==> src/rtl/fft_pkg.sv <==
`default_nettype none
// +----------------------------------------------------------------------------+
// | fft_pkg : shared FFT sequencer types and address helper functions          |
// | Revision : 1.0                                                             |
// +----------------------------------------------------------------------------+
package fft_pkg;

    localparam int FFT_MAX_N = 16;

    typedef enum logic [2:0] {
        ST_IDLE       = 3'd0,
        ST_LOAD       = 3'd1,
        ST_STAGE      = 3'd2,
        ST_DRAIN      = 3'd3,
        ST_UNLOAD_RD  = 3'd4,
        ST_UNLOAD_VLD = 3'd5
    } fft_state_e;

    typedef enum logic [1:0] {
        MEM_A = 2'd0,
        MEM_B = 2'd1,
        MEM_O = 2'd2
    } fft_mem_e;

    function automatic int unsigned fft_bitrev(input int unsigned x, input int unsigned n);
        int unsigned r;
        r = 0;
        for (int unsigned i = 0; i < FFT_MAX_N; i++) begin
            if (i < n && ((x >> i) & 32'd1) != 0)
                r = r | (32'd1 << (n - 1 - i));
        end
        return r;
    endfunction

    function automatic int unsigned fft_span(input int unsigned n, input int unsigned s);
        return 32'd1 << (n - 1 - s);
    endfunction

    function automatic int unsigned fft_bf_addr0(input int unsigned n, input int unsigned s,
                                                 input int unsigned k);
        return ((k >> (n - 1 - s)) << (n - s)) | (k & (fft_span(n, s) - 1));
    endfunction

    function automatic int unsigned fft_tw_addr(input int unsigned n, input int unsigned s,
                                                input int unsigned k);
        return (k & (fft_span(n, s) - 1)) << s;
    endfunction

endpackage
`default_nettype wire

==> src/rtl/fft_addr_gen.sv <==
`default_nettype none
// +----------------------------------------------------------------------------+
// | fft_addr_gen : (stage, butterfly) -> butterfly pair and twiddle addresses  |
// | Revision : 1.0                                                             |
// +----------------------------------------------------------------------------+
module fft_addr_gen
    import fft_pkg::*;
#(
    parameter int N = 4
)(
    input  logic [$clog2(N)-1:0] stage_i,
    input  logic [N-2:0]         k_i,
    output logic [N-1:0]         addr0_o,
    output logic [N-1:0]         addr1_o,
    output logic [N-1:0]         addr_crom_o
);

    assign addr0_o     = N'(fft_bf_addr0(N, 32'(stage_i), 32'(k_i)));
    assign addr1_o     = N'(fft_bf_addr0(N, 32'(stage_i), 32'(k_i)) + fft_span(N, 32'(stage_i)));
    assign addr_crom_o = N'(fft_tw_addr(N, 32'(stage_i), 32'(k_i)));

endmodule
`default_nettype wire

==> src/rtl/fft_mem_sequencer.sv <==
`default_nettype none
// +----------------------------------------------------------------------------+
// | fft_mem_sequencer : load / stage / unload control for the ping-pong FFT    |
// | Revision : 1.0                                                             |
// +----------------------------------------------------------------------------+
module fft_mem_sequencer
    import fft_pkg::*;
#(
    parameter int N      = 4,
    parameter int RD_LAT = 1,
    parameter int BF_LAT = 2
)(
    input  logic         clk,
    input  logic         rstn,
    input  logic         in_vld,
    input  logic         out_rdy,
    output logic         in_rdy,
    output logic         out_vld,
    output logic         sel_input,
    output logic         we_AMEM,
    output logic         we_BMEM,
    output logic         we_OMEM,
    output logic [N-1:0] addr0_AMEM,
    output logic [N-1:0] addr1_AMEM,
    output logic [N-1:0] addr0_BMEM,
    output logic [N-1:0] addr1_BMEM,
    output logic [N-1:0] addr0_OMEM,
    output logic [N-1:0] addr1_OMEM,
    output logic [N-1:0] addr_CROM,
    output logic         bf_vld,
    output logic         busy
);

    localparam int HALF = 1 << (N - 1);
    localparam int DLY  = RD_LAT + BF_LAT;
    localparam int SW   = $clog2(N);
    localparam int KW   = N - 1;
    localparam int CW   = $clog2(DLY + RD_LAT + 1);

    typedef struct packed {
        logic           vld;
        fft_mem_e       mem;
        logic [N-1:0]   a0;
        logic [N-1:0]   a1;
    } wr_t;

    fft_state_e    state_q, state_d;
    logic [SW-1:0] s_q, s_d;
    logic [KW-1:0] k_q, k_d;
    logic [KW-1:0] j_q, j_d;
    logic [CW-1:0] cnt_q, cnt_d;

    logic [N-1:0]  rd_a0, rd_a1, rd_crom;
    logic          issue;
    fft_mem_e      src_mem, dst_mem;
    wr_t           wr_in, wr_out;
    wr_t           dl_q [DLY];
    logic [RD_LAT:0] rv_q;

    logic          in_rdy_q, sel_input_q, busy_q, out_vld_q;
    logic          we_a_q, we_b_q, we_o_q;
    logic [N-1:0]  a0_a_q, a1_a_q, a0_b_q, a1_b_q, a0_o_q, a1_o_q, crom_q;

    always_ff @(posedge clk or negedge rstn) begin
        if (!rstn) begin
            state_q <= ST_IDLE;
            s_q     <= '0;
            k_q     <= '0;
            j_q     <= '0;
            cnt_q   <= '0;
        end else begin
            state_q <= state_d;
            s_q     <= s_d;
            k_q     <= k_d;
            j_q     <= j_d;
            cnt_q   <= cnt_d;
        end
    end

    always_comb begin
        state_d = state_q;
        s_d     = s_q;
        k_d     = k_q;
        j_d     = j_q;
        cnt_d   = cnt_q;
        case (state_q)
            ST_IDLE: begin
                state_d = ST_LOAD;
                j_d     = '0;
            end
            ST_LOAD: begin
                if (in_vld) begin
                    if (j_q == KW'(HALF - 1)) begin
                        state_d = ST_STAGE;
                        s_d     = '0;
                        k_d     = '0;
                    end else begin
                        j_d = j_q + 1'b1;
                    end
                end
            end
            ST_STAGE: begin
                if (k_q == KW'(HALF - 1)) begin
                    state_d = ST_DRAIN;
                    cnt_d   = '0;
                end else begin
                    k_d = k_q + 1'b1;
                end
            end
            ST_DRAIN: begin
                // Hold off the next stage until every in-flight write has landed.
                if (cnt_q == CW'(DLY - 1)) begin
                    k_d   = '0;
                    cnt_d = '0;
                    if (s_q == SW'(N - 1)) begin
                        state_d = ST_UNLOAD_RD;
                        j_d     = '0;
                    end else begin
                        state_d = ST_STAGE;
                        s_d     = s_q + 1'b1;
                    end
                end else begin
                    cnt_d = cnt_q + 1'b1;
                end
            end
            ST_UNLOAD_RD: begin
                if (cnt_q == CW'(RD_LAT - 1))
                    state_d = ST_UNLOAD_VLD;
                else
                    cnt_d = cnt_q + 1'b1;
            end
            ST_UNLOAD_VLD: begin
                if (out_rdy) begin
                    cnt_d = '0;
                    if (j_q == KW'(HALF - 1)) begin
                        state_d = ST_IDLE;
                    end else begin
                        j_d     = j_q + 1'b1;
                        state_d = ST_UNLOAD_RD;
                    end
                end
            end
            default: state_d = ST_IDLE;
        endcase
    end

    // Addresses are generated from next-state so the registered outputs line up with state_q.
    fft_addr_gen #(.N(N)) u_addr_gen (
        .stage_i     (s_d),
        .k_i         (k_d),
        .addr0_o     (rd_a0),
        .addr1_o     (rd_a1),
        .addr_crom_o (rd_crom)
    );

    assign issue   = (state_d == ST_STAGE);
    assign src_mem = s_d[0] ? MEM_B : MEM_A;
    assign dst_mem = (s_d == SW'(N - 1)) ? MEM_O : (s_d[0] ? MEM_A : MEM_B);
    assign wr_in   = '{vld: issue, mem: dst_mem, a0: rd_a0, a1: rd_a1};
    assign wr_out  = dl_q[DLY-1];

    always_ff @(posedge clk or negedge rstn) begin
        if (!rstn) begin
            for (int i = 0; i < DLY; i++) dl_q[i] <= '0;
            rv_q <= '0;
        end else begin
            dl_q[0] <= wr_in;
            for (int i = 1; i < DLY; i++) dl_q[i] <= dl_q[i-1];
            rv_q <= {rv_q[RD_LAT-1:0], issue};
        end
    end

    always_ff @(posedge clk or negedge rstn) begin
        if (!rstn) begin
            in_rdy_q    <= 1'b0;
            sel_input_q <= 1'b0;
            busy_q      <= 1'b0;
            out_vld_q   <= 1'b0;
            we_a_q      <= 1'b1;
            we_b_q      <= 1'b1;
            we_o_q      <= 1'b1;
            a0_a_q      <= '0;
            a1_a_q      <= '0;
            a0_b_q      <= '0;
            a1_b_q      <= '0;
            a0_o_q      <= '0;
            a1_o_q      <= '0;
            crom_q      <= '0;
        end else begin
            in_rdy_q    <= (state_d == ST_LOAD);
            sel_input_q <= (state_d == ST_LOAD);
            busy_q      <= !(state_d inside {ST_IDLE, ST_LOAD});
            out_vld_q   <= (state_d == ST_UNLOAD_VLD);
            we_a_q      <= !(wr_out.vld && wr_out.mem == MEM_A);
            we_b_q      <= !(wr_out.vld && wr_out.mem == MEM_B);
            we_o_q      <= !(wr_out.vld && wr_out.mem == MEM_O);
            if (state_d == ST_LOAD) begin
                a0_a_q <= {j_d, 1'b0};
                a1_a_q <= {j_d, 1'b1};
            end
            if (issue) begin
                crom_q <= rd_crom;
                if (src_mem == MEM_A) begin
                    a0_a_q <= rd_a0;
                    a1_a_q <= rd_a1;
                end else begin
                    a0_b_q <= rd_a0;
                    a1_b_q <= rd_a1;
                end
            end
            if (state_d == ST_UNLOAD_RD || state_d == ST_UNLOAD_VLD) begin
                a0_o_q <= N'(fft_bitrev(32'({j_d, 1'b0}), N));
                a1_o_q <= N'(fft_bitrev(32'({j_d, 1'b1}), N));
            end
            if (wr_out.vld) begin
                case (wr_out.mem)
                    MEM_A:   begin a0_a_q <= wr_out.a0; a1_a_q <= wr_out.a1; end
                    MEM_B:   begin a0_b_q <= wr_out.a0; a1_b_q <= wr_out.a1; end
                    default: begin a0_o_q <= wr_out.a0; a1_o_q <= wr_out.a1; end
                endcase
            end
        end
    end

    // LOAD write enable follows in_vld in the same cycle; everything else is registered.
    assign we_AMEM    = (state_q == ST_LOAD) ? !in_vld : we_a_q;
    assign we_BMEM    = we_b_q;
    assign we_OMEM    = we_o_q;
    assign in_rdy     = in_rdy_q;
    assign sel_input  = sel_input_q;
    assign busy       = busy_q;
    assign out_vld    = out_vld_q;
    assign bf_vld     = rv_q[RD_LAT];
    assign addr0_AMEM = a0_a_q;
    assign addr1_AMEM = a1_a_q;
    assign addr0_BMEM = a0_b_q;
    assign addr1_BMEM = a1_b_q;
    assign addr0_OMEM = a0_o_q;
    assign addr1_OMEM = a1_o_q;
    assign addr_CROM  = crom_q;

endmodule
`default_nettype wire

==> config.mk <==
export PLATFORM = sky130hd
export DESIGN_NAME = fft_mem_sequencer
export DESIGN_NICKNAME = d
export VERILOG_FILES = /design/src/rtl/fft_pkg.sv /design/src/rtl/fft_addr_gen.sv /design/src/rtl/fft_mem_sequencer.sv
export SDC_FILE = /design/constraint.sdc
export NUM_CORES = 1
export LEC_CHECK = 0
export ABC_AREA = 1
export BUFFER_PORTS_ARGS = -buffer_cell sky130_fd_sc_hd__buf_2
export CORE_MARGIN = 3
export CORE_UTILIZATION = 40
export DETAILED_ROUTE_END_ITERATION = 10
export PLACE_DENSITY_LB_ADDON = 0.2
export SETUP_SLACK_MARGIN = 0.15
export SLEW_MARGIN = 10
export SYNTH_ARGS = -nofsm -noshare
export SYNTH_HDL_FRONTEND = slang
export SYNTH_SLANG_ARGS = --single-unit
==> constraint.sdc <==
create_clock -name clk -period 3.75 [get_ports clk]
set_input_delay 0.375 -clock clk [delete_from_list [all_inputs] [get_ports clk]]
set_output_delay 0.375 -clock clk [all_outputs]
set_load 0.02 [all_outputs]
Word-level counts from Yosys, hierarchy flattened
Cells that the tools add are included.
- flip-flop bits (word level): 83
- input port bits: 4
- word-level logic and storage cells: 146
- add/sub/neg operators: 8
- equal/unequal tests: 19
- shift-type cells: 4
- multiplexer cells: 64
- bitwise logic cells: 2
- reduce and logical (&&, ||, !) cells: 18
- operator list (kind ; number):
    4-bit two-way mux ; 24
    3-bit two-way mux ; 23
    3-bit by 32-bit bitwise AND with 32-bit output ; 1
    1-bit by 32-bit left shift with 32-bit output, first input constant ; 1
    32-bit by 2-bit left shift with 4-bit output ; 1
    32-bit by 32-bit left shift with 4-bit output ; 1
    3-bit by 32-bit right shift with 32-bit output ; 1
    32-bit by 1-bit subtractor with 32-bit output, second input constant ; 1
    3-bit case mux with 4 select lines ; 2
    3-bit == test, second input constant ; 6
    3-bit case mux with 6 select lines ; 1
    2-bit two-way mux ; 7
    3-bit by 2-bit == test with 1-bit output, second input constant ; 4
    3-bit by 1-bit adder with 3-bit output, second input constant ; 3
    3-bit zero test ; 3
    3-bit case mux with 3 select lines ; 1
    2-bit == test, second input constant ; 3
    3-bit by 1-bit == test with 1-bit output, second input constant ; 2
    2-bit inequality test, second input constant ; 3
    1-bit zero test ; 5
    1-bit two-way mux ; 5
    4-bit adder ; 1
    2-bit zero test ; 2
    4-bit OR ; 1
    other kinds (11) ; 13

Logic depth before layout (Yosys ltp)
- depth after elaboration: 14
- gate-level depth with buffers: 22
- depth with buffers taken out: 22

Hierarchy
From an unflattened synthesis, not the netlist that was laid out.
- cell total of the unflattened synthesis: 455
- area, all modules: 4035.1 µm²
- modules (own cells, without submodules) (module ; instances ; cells an instance ; area an instance (µm²)):
    fft_mem_sequencer ; 1 ; 395 ; 3624.7
    fft_addr_gen ; 1 ; 60 ; 410.4

Worst setup path after synthesis
Ideal clock, no wire load.
- kind: register to register
- start point: register j_q[0]
- end point: register a1_b_q[2] (netlist: addr1_BMEM[2])
- setup time: 0.063 ns
- arrival time: 3.017 ns
- required time: 3.687 ns
- setup slack: 0.670 ns
- stages on the path, launching flop included: 20
- buffers on the path: 0
- cells stage by stage: dfrtp_1 ha_1 nand2_1 nor2_1 o21ai_0 nand2_1 nand2_2 inv_1 ha_1 nor2_1 nand3_1 o21ai_2 ha_1 inv_1 fa_1 xnor2_1 nand2_1 nand3_1 o21ai_1 inv_1
- cells in the longest elaborated chain, start to end: 14
- elaborated cells between the ends (all ways): 28
- those cells by class: 4 x add/sub; 2 x eq/ne; 3 x shift; 16 x mux; 2 x bitwise; 1 x reduce/logical
- ends and longest elaborated chain (item ; RTL line ; source):
    start: declaration ; fft_mem_sequencer.sv:50 ; logic [KW-1:0] j_q, j_d;
    start signal: assignment ; fft_mem_sequencer.sv:75 ; j_q <= j_d;
    3-bit == test * ; fft_mem_sequencer.sv:93 ; if (j_q == KW'(HALF - 1)) begin
    2-bit two-way mux * ; fft_mem_sequencer.sv:93 ;
    2-bit two-way mux * ; fft_mem_sequencer.sv:92 ; if (in_vld) begin
    2-bit case mux with 2 select lines * ; fft_mem_sequencer.sv:86 ; case (state_q)
    named net s_d[0] ; fft_mem_sequencer.sv:48 ; logic [SW-1:0] s_q, s_d;
    2-bit by 2-bit subtractor with 3-bit output ; n/a ;
    1-bit by 32-bit left shift with 32-bit output ; n/a ;
    32-bit by 1-bit subtractor with 32-bit output ; n/a ;
    3-bit by 32-bit bitwise AND with 32-bit output ; n/a ;
    4-bit OR * ; n/a ;
    named net rd_a0[0] ; fft_mem_sequencer.sv:53 ; logic [N-1:0] rd_a0, rd_a1, rd_crom;
    4-bit adder * ; fft_addr_gen.sv:19 ; assign addr1_o = N'(fft_bf_addr0(N, 32'(stage_i), 32'(k_i)) + fft_span(N, 32'(stage_i)));
    named net rd_a1[2] ; fft_mem_sequencer.sv:53 ;
    4-bit two-way mux * ; fft_mem_sequencer.sv:203 ; if (src_mem == MEM_A) begin
    4-bit two-way mux * ; fft_mem_sequencer.sv:201 ; if (issue) begin
    4-bit two-way mux ; fft_mem_sequencer.sv:216 ; case (wr_out.mem)
    4-bit two-way mux * ; fft_mem_sequencer.sv:215 ; if (wr_out.vld) begin
    end signal: assignment ; fft_mem_sequencer.sv:208 ; a1_b_q <= rd_a1;
    end signal: assignment ; fft_mem_sequencer.sv:218 ; MEM_B: begin a0_b_q <= wr_out.a0; a1_b_q <= wr_out.a1; end
    end: declaration ; fft_mem_sequencer.sv:62 ; logic [N-1:0] a0_a_q, a1_a_q, a0_b_q, a1_b_q, a0_o_q, a1_o_q, crom_q;
Mark *: on every way through the listed nets, which the timed path passes. The rest lies on a longest branch.
A chain may end at the register's enable or synchronous reset.

Worst setup path after layout
- start point: register cnt_q[0]
- end point: register a1_b_q[2] (netlist: addr1_BMEM[2])
- cells in the longest elaborated chain, start to end: 13
- elaborated cells between the ends (all ways): 25
- those cells by class: 4 x add/sub; 2 x eq/ne; 3 x shift; 12 x mux; 2 x bitwise; 2 x reduce/logical
- ends and longest elaborated chain (item ; RTL line ; source):
    start: declaration ; fft_mem_sequencer.sv:51 ; logic [CW-1:0] cnt_q, cnt_d;
    start signal: assignment ; fft_mem_sequencer.sv:76 ; cnt_q <= cnt_d;
    3-bit by 2-bit == test with 1-bit output * ; fft_mem_sequencer.sv:112 ; if (cnt_q == CW'(DLY - 1)) begin
    2-bit two-way mux * ; fft_mem_sequencer.sv:112 ;
    2-bit case mux with 2 select lines * ; fft_mem_sequencer.sv:86 ;
    named net s_d[0] ; fft_mem_sequencer.sv:48 ;
    2-bit by 2-bit subtractor with 3-bit output ; n/a ;
    1-bit by 32-bit left shift with 32-bit output ; n/a ;
    32-bit by 1-bit subtractor with 32-bit output ; n/a ;
    3-bit by 32-bit bitwise AND with 32-bit output ; n/a ;
    4-bit OR * ; n/a ;
    named net rd_a0[0] ; fft_mem_sequencer.sv:53 ;
    4-bit adder * ; fft_addr_gen.sv:19 ;
    named net rd_a1[2] ; fft_mem_sequencer.sv:53 ;
    4-bit two-way mux * ; fft_mem_sequencer.sv:203 ;
    4-bit two-way mux * ; fft_mem_sequencer.sv:201 ;
    4-bit two-way mux ; fft_mem_sequencer.sv:216 ;
    4-bit two-way mux * ; fft_mem_sequencer.sv:215 ;
Marked as above.

==> impl_summary.md <==
Yosys
For this run, the number of Yosys warnings is 0. Yosys mapped a number of flops with a built-in enable equal to 0. The share of synthesized flip-flops with an asynchronous set or reset is 100.0%.

In the post-synthesis netlist, the biggest area contributors are sky130_fd_sc_hd__dfrtp_1 (53%), sky130_fd_sc_hd__nand2_1 (9.4%), sky130_fd_sc_hd__inv_1 (5.3%). The area fraction of the dominant cell type after synthesis is 52.83%. The count of mapped cells out of synthesis is 406. The net count after synthesis is 423. The largest area contributor in the synthesized netlist is sky130_fd_sc_hd__dfrtp_1.

Sequential elements use 54.96% of the synthesized area. The average cell area after synthesis is 9.100 um2. After synthesis the netlist holds a flip-flop and latch count of 81. The combined area of all synthesized cells is 3695 um2. The number of different library cells used by synthesis comes to 43. In the synthesized netlist the dominant register cell turns out to be sky130_fd_sc_hd__dfrtp_1.

Clock tree
The TritonCTS clock tree is built. The clock net in this run drives a total of 81 sinks. In this run, post-CTS hold repair placed 0 buffers. The number of buffers added by the clock tree synthesis step is 9. Clock latency on the worst-skew pair, taken at its later pin, is 0.36 ns. The maximum level of the CTS H-tree is 3. The clock-pin slew on the worst setup and hold paths is 0.09 ns.

The clock tree root buffer cell is sky130_fd_sc_hd__clkbuf_8. The longest clock path from root to sink contains 2 buffers.

Floorplanning
The number of rows created at floorplan is 34. The die area is 10430 um2. The die boundary width is 102.1 um. Pin placement for this block handled 40 I/O pins. Measured along the y axis, the die boundary spans 102.1 um. The floorplan step defined a core boundary enclosing 8848 um2. For this configuration, the core starts out at a cell density of 41.76%.

STA
The maximum clock frequency is 293.9 MHz. Setup repair after global routing left no endpoint under its margin. The accumulated negative setup slack is 0 ns.

The post-route worst hold slack is 0.1516 ns. The clock arrives with 0.01146 ns of skew. After layout, the minimum clock period comes to 3.402 ns. The worst pin sits at a relative slew slack of 34.20%. Setup violations remaining at the end of the flow were counted as 0. The period utilization is 90.72%. The final-report max-slew violation count is 0. For the pin with the worst max-slew slack, the measured transition is 0.9870 ns.

The hold violation count in the final report is 0.

Routing
The count of TritonRoute iterations in the first routing pass is 4. The average detailed-routed wire length per instance is 15.02 um. The remaining antenna violation count is 0. The via density per instance is 5.051. For this block, the routed nets add up to 8574 um of wire. For this block, the initial DRC count from the detailed router was 225. The post-route DRC violation count is 0. The final route contains 2884 vias.

Placed design
The number of port buffers is 39. The weighted congestion reported at the end of routability-driven placement is 0.9301. Summed over all nets, the half-perimeter wirelength after detailed placement is 6153 um.

Setup path
In this run the register-to-register setup slack is 0.35 ns. The number of cells on the worst reg-to-reg path is 19. The worst setup path is of the flip-flop to flip-flop kind. In this run the critical register-to-register path is launched from cnt_q[0]$_DFFE_PN0P_.

The maximum fanout count along the critical path is 9. STA puts the critical path data required time at 4.00 ns. The critical path launch point type is a flip-flop.

The kind of end point of the critical path is a flip-flop. The arrival time of data at the critical path endpoint is 3.65 ns. In this run the critical register-to-register path is captured at addr1_BMEM[2]$_DFF_PN0_.

Outcome
The run finished with clean final reports.

Layout
The ratio of cells with drive above 1 in the final layout is 20.95%. At the end of the flow, the number of nets in the layout was 475. The repair_antennas step left the layout with diodes totalling 0.

The area overhead of the layout relative to synthesis is 15.51%.

Min path
The worst hold path belongs to the class input pin to asynchronous set/reset pin.

Power
The power consumption is 3.471 mW. The worst ir drop on vdd is 0.3068 mV. The power per cell area is 813.4 nW/um2. The analysis attributes to cell leakage a power of 2.323 nW.

GRT
Entering global routing, the biggest net connects 82 pins. The number of antenna violations at the first check in global routing is 0. For this run, the total global-route usage over all layers was measured as 17.36%.

The via count of the first global-routing pass is 2790. For this run the aggregate overflow at the end of global routing stands at 0. The global-route wire length before repair is 13770 um.

Run
The max-cap violation count is 0.
-- metrics by stage --
step | instance area (um2) | util (%) | setup WS (ns) | cells
after floorplan | 3695 | - | 0.6698 | 406
after global placement | 4001 | 45.22 | 0.3756 | 549
after detailed placement | 4001 | 45.22 | 0.1743 | 549
after CTS | 4188 | 47.33 | 0.1523 | 565
after global routing | 4268 | 48.23 | 0.04447 | 571
final | 4268 | 48.23 | 0.3480 | 571
-- cell usage after synthesis, types with 2 or more instances --
library cell	instances
sky130_fd_sc_hd__nand2_2	6
sky130_fd_sc_hd__o22ai_1	2
sky130_fd_sc_hd__or2_2	2
sky130_fd_sc_hd__a31oi_1	7
sky130_fd_sc_hd__nand4_1	3
sky130_fd_sc_hd__dfstp_2	3
sky130_fd_sc_hd__a22o_1	2
sky130_fd_sc_hd__dfrtp_1	78
sky130_fd_sc_hd__a21oi_1	23
sky130_fd_sc_hd__o21ai_0	18
sky130_fd_sc_hd__inv_2	5
sky130_fd_sc_hd__nand2_1	93
sky130_fd_sc_hd__nand3_1	24
sky130_fd_sc_hd__clkbuf_1	2
sky130_fd_sc_hd__nor2_1	38
sky130_fd_sc_hd__nor2_2	5
sky130_fd_sc_hd__a22oi_1	3
sky130_fd_sc_hd__nand2_4	2
sky130_fd_sc_hd__o211ai_1	2
sky130_fd_sc_hd__o21ai_1	3
sky130_fd_sc_hd__ha_1	12
sky130_fd_sc_hd__inv_1	52
-- how the worst max path moves through the flow --
| stage | startpoint | to | cells after the start |
|---|---|---|---|
| 2_1_floorplan | j_q[0]$_DFF_PN0_ | addr1_BMEM[2]$_DFF_PN0_ | 19 |
| 5_1_grt | cnt_q[0]$_DFFE_PN0P_ | addr1_AMEM[3]$_DFF_PN0_ | 22 |
| 6_report | cnt_q[0]$_DFFE_PN0P_ | addr1_BMEM[2]$_DFF_PN0_ | 19 |
| 3_3_place_gp | j_q[0]$_DFF_PN0_ | addr1_AMEM[1]$_DFF_PN0_ | 16 |
| 4_1_cts | j_q[0]$_DFF_PN0_ | addr1_BMEM[2]$_DFF_PN0_ | 19 |
| 3_5_place_dp | j_q[0]$_DFF_PN0_ | addr1_BMEM[2]$_DFF_PN0_ | 19 |
-- report_power, final --
part           internal, mW  leakage, nW  switching, mW
Combinational         0.533         1.20          0.998
Clock                 0.256       0.0980          0.357
Sequential             1.16         1.03          0.168
-- area by class of cell --
type | count | area (um2)
Clock buffer | 9 | 123.9
Clock inverter | 7 | 62.56
Fill cell | 872 | 4581
Inverter | 59 | 226.5
Multi-Input combinational cell | 262 | 1446
Sequential cell | 81 | 2031
Tap cell | 108 | 135.1
Timing Repair Buffer | 45 | 242.7
-- timing repair --
action | in CTS | in global routing
resized for setup | 0 | 8
buffers inserted | 0 | 6
setup endpoints to repair | 0 | 8
-- registers in the layout, summed over array words and instances, names as in the netlist, 4 cells and up --
| name | count |
|---|---|
| addr0_AMEM | 4 |
| addr1_BMEM | 4 |
| addr0_BMEM | 4 |
| addr1_AMEM | 4 |
| addr1_OMEM | 4 |
| dl_q | 32 |
| addr0_OMEM | 4 |
| addr_CROM | 4 |
-- placed cells by master, fill, tap and decap left out, drive strengths merged, types with 5 or more instances in the layout --
cell type,instances
o21ai,22
nor2,44
nand2,101
ha,12
buf,45
clkinv,5
a21oi,23
clkbuf,9
a31oi,7
nand3,26
dfrtp,78
inv,60
-- metal layers --
layer | wire length [um] | global-route usage, % | up-vias
li1 | - | - | 1411
met1 | 4153 | 24.39 | 1393
met2 | 3874 | 26.19 | 67
met3 | 387 | 5.051 | 13
met4 | 159 | 5.146 | 0
met5 | 0 | 0 | -
-- cell families (layout without fill, tap and decap cells) --
family / count (synthesis) / in the layout / synth area share [%]
fa+ha+maj: 13 / 13 / 4.605
flops: 81 / 81 / 54.96
compound gates: 68 / 68 / 11.24
xor+xnor: 2 / 2 / 0.4742
simple gates: 179 / 179 / 21.98
buf+inv: 63 / 120 / 6.739
-- worst max-delay path, stage by stage, from the launching register on --
cell and delay, ns:
sky130_fd_sc_hd__dfrtp_1 0.39, sky130_fd_sc_hd__inv_1 0.11, sky130_fd_sc_hd__ha_1 0.17, sky130_fd_sc_hd__nand2_1 0.11
sky130_fd_sc_hd__nor2_1 0.14, sky130_fd_sc_hd__nand2_1 0.07, sky130_fd_sc_hd__nand3_1 0.16, sky130_fd_sc_hd__nand2_4 0.13
sky130_fd_sc_hd__buf_4 0.16, sky130_fd_sc_hd__ha_1 0.24, sky130_fd_sc_hd__or2_2 0.37, sky130_fd_sc_hd__o21ai_4 0.10
sky130_fd_sc_hd__ha_1 0.22, sky130_fd_sc_hd__inv_1 0.06, sky130_fd_sc_hd__fa_1 0.40, sky130_fd_sc_hd__xnor2_2 0.18
sky130_fd_sc_hd__nand2_1 0.08, sky130_fd_sc_hd__nand3_1 0.06, sky130_fd_sc_hd__o21ai_1 0.10, sky130_fd_sc_hd__inv_1 0.05
No activity file was read; power rests on OpenSTA's default activity.
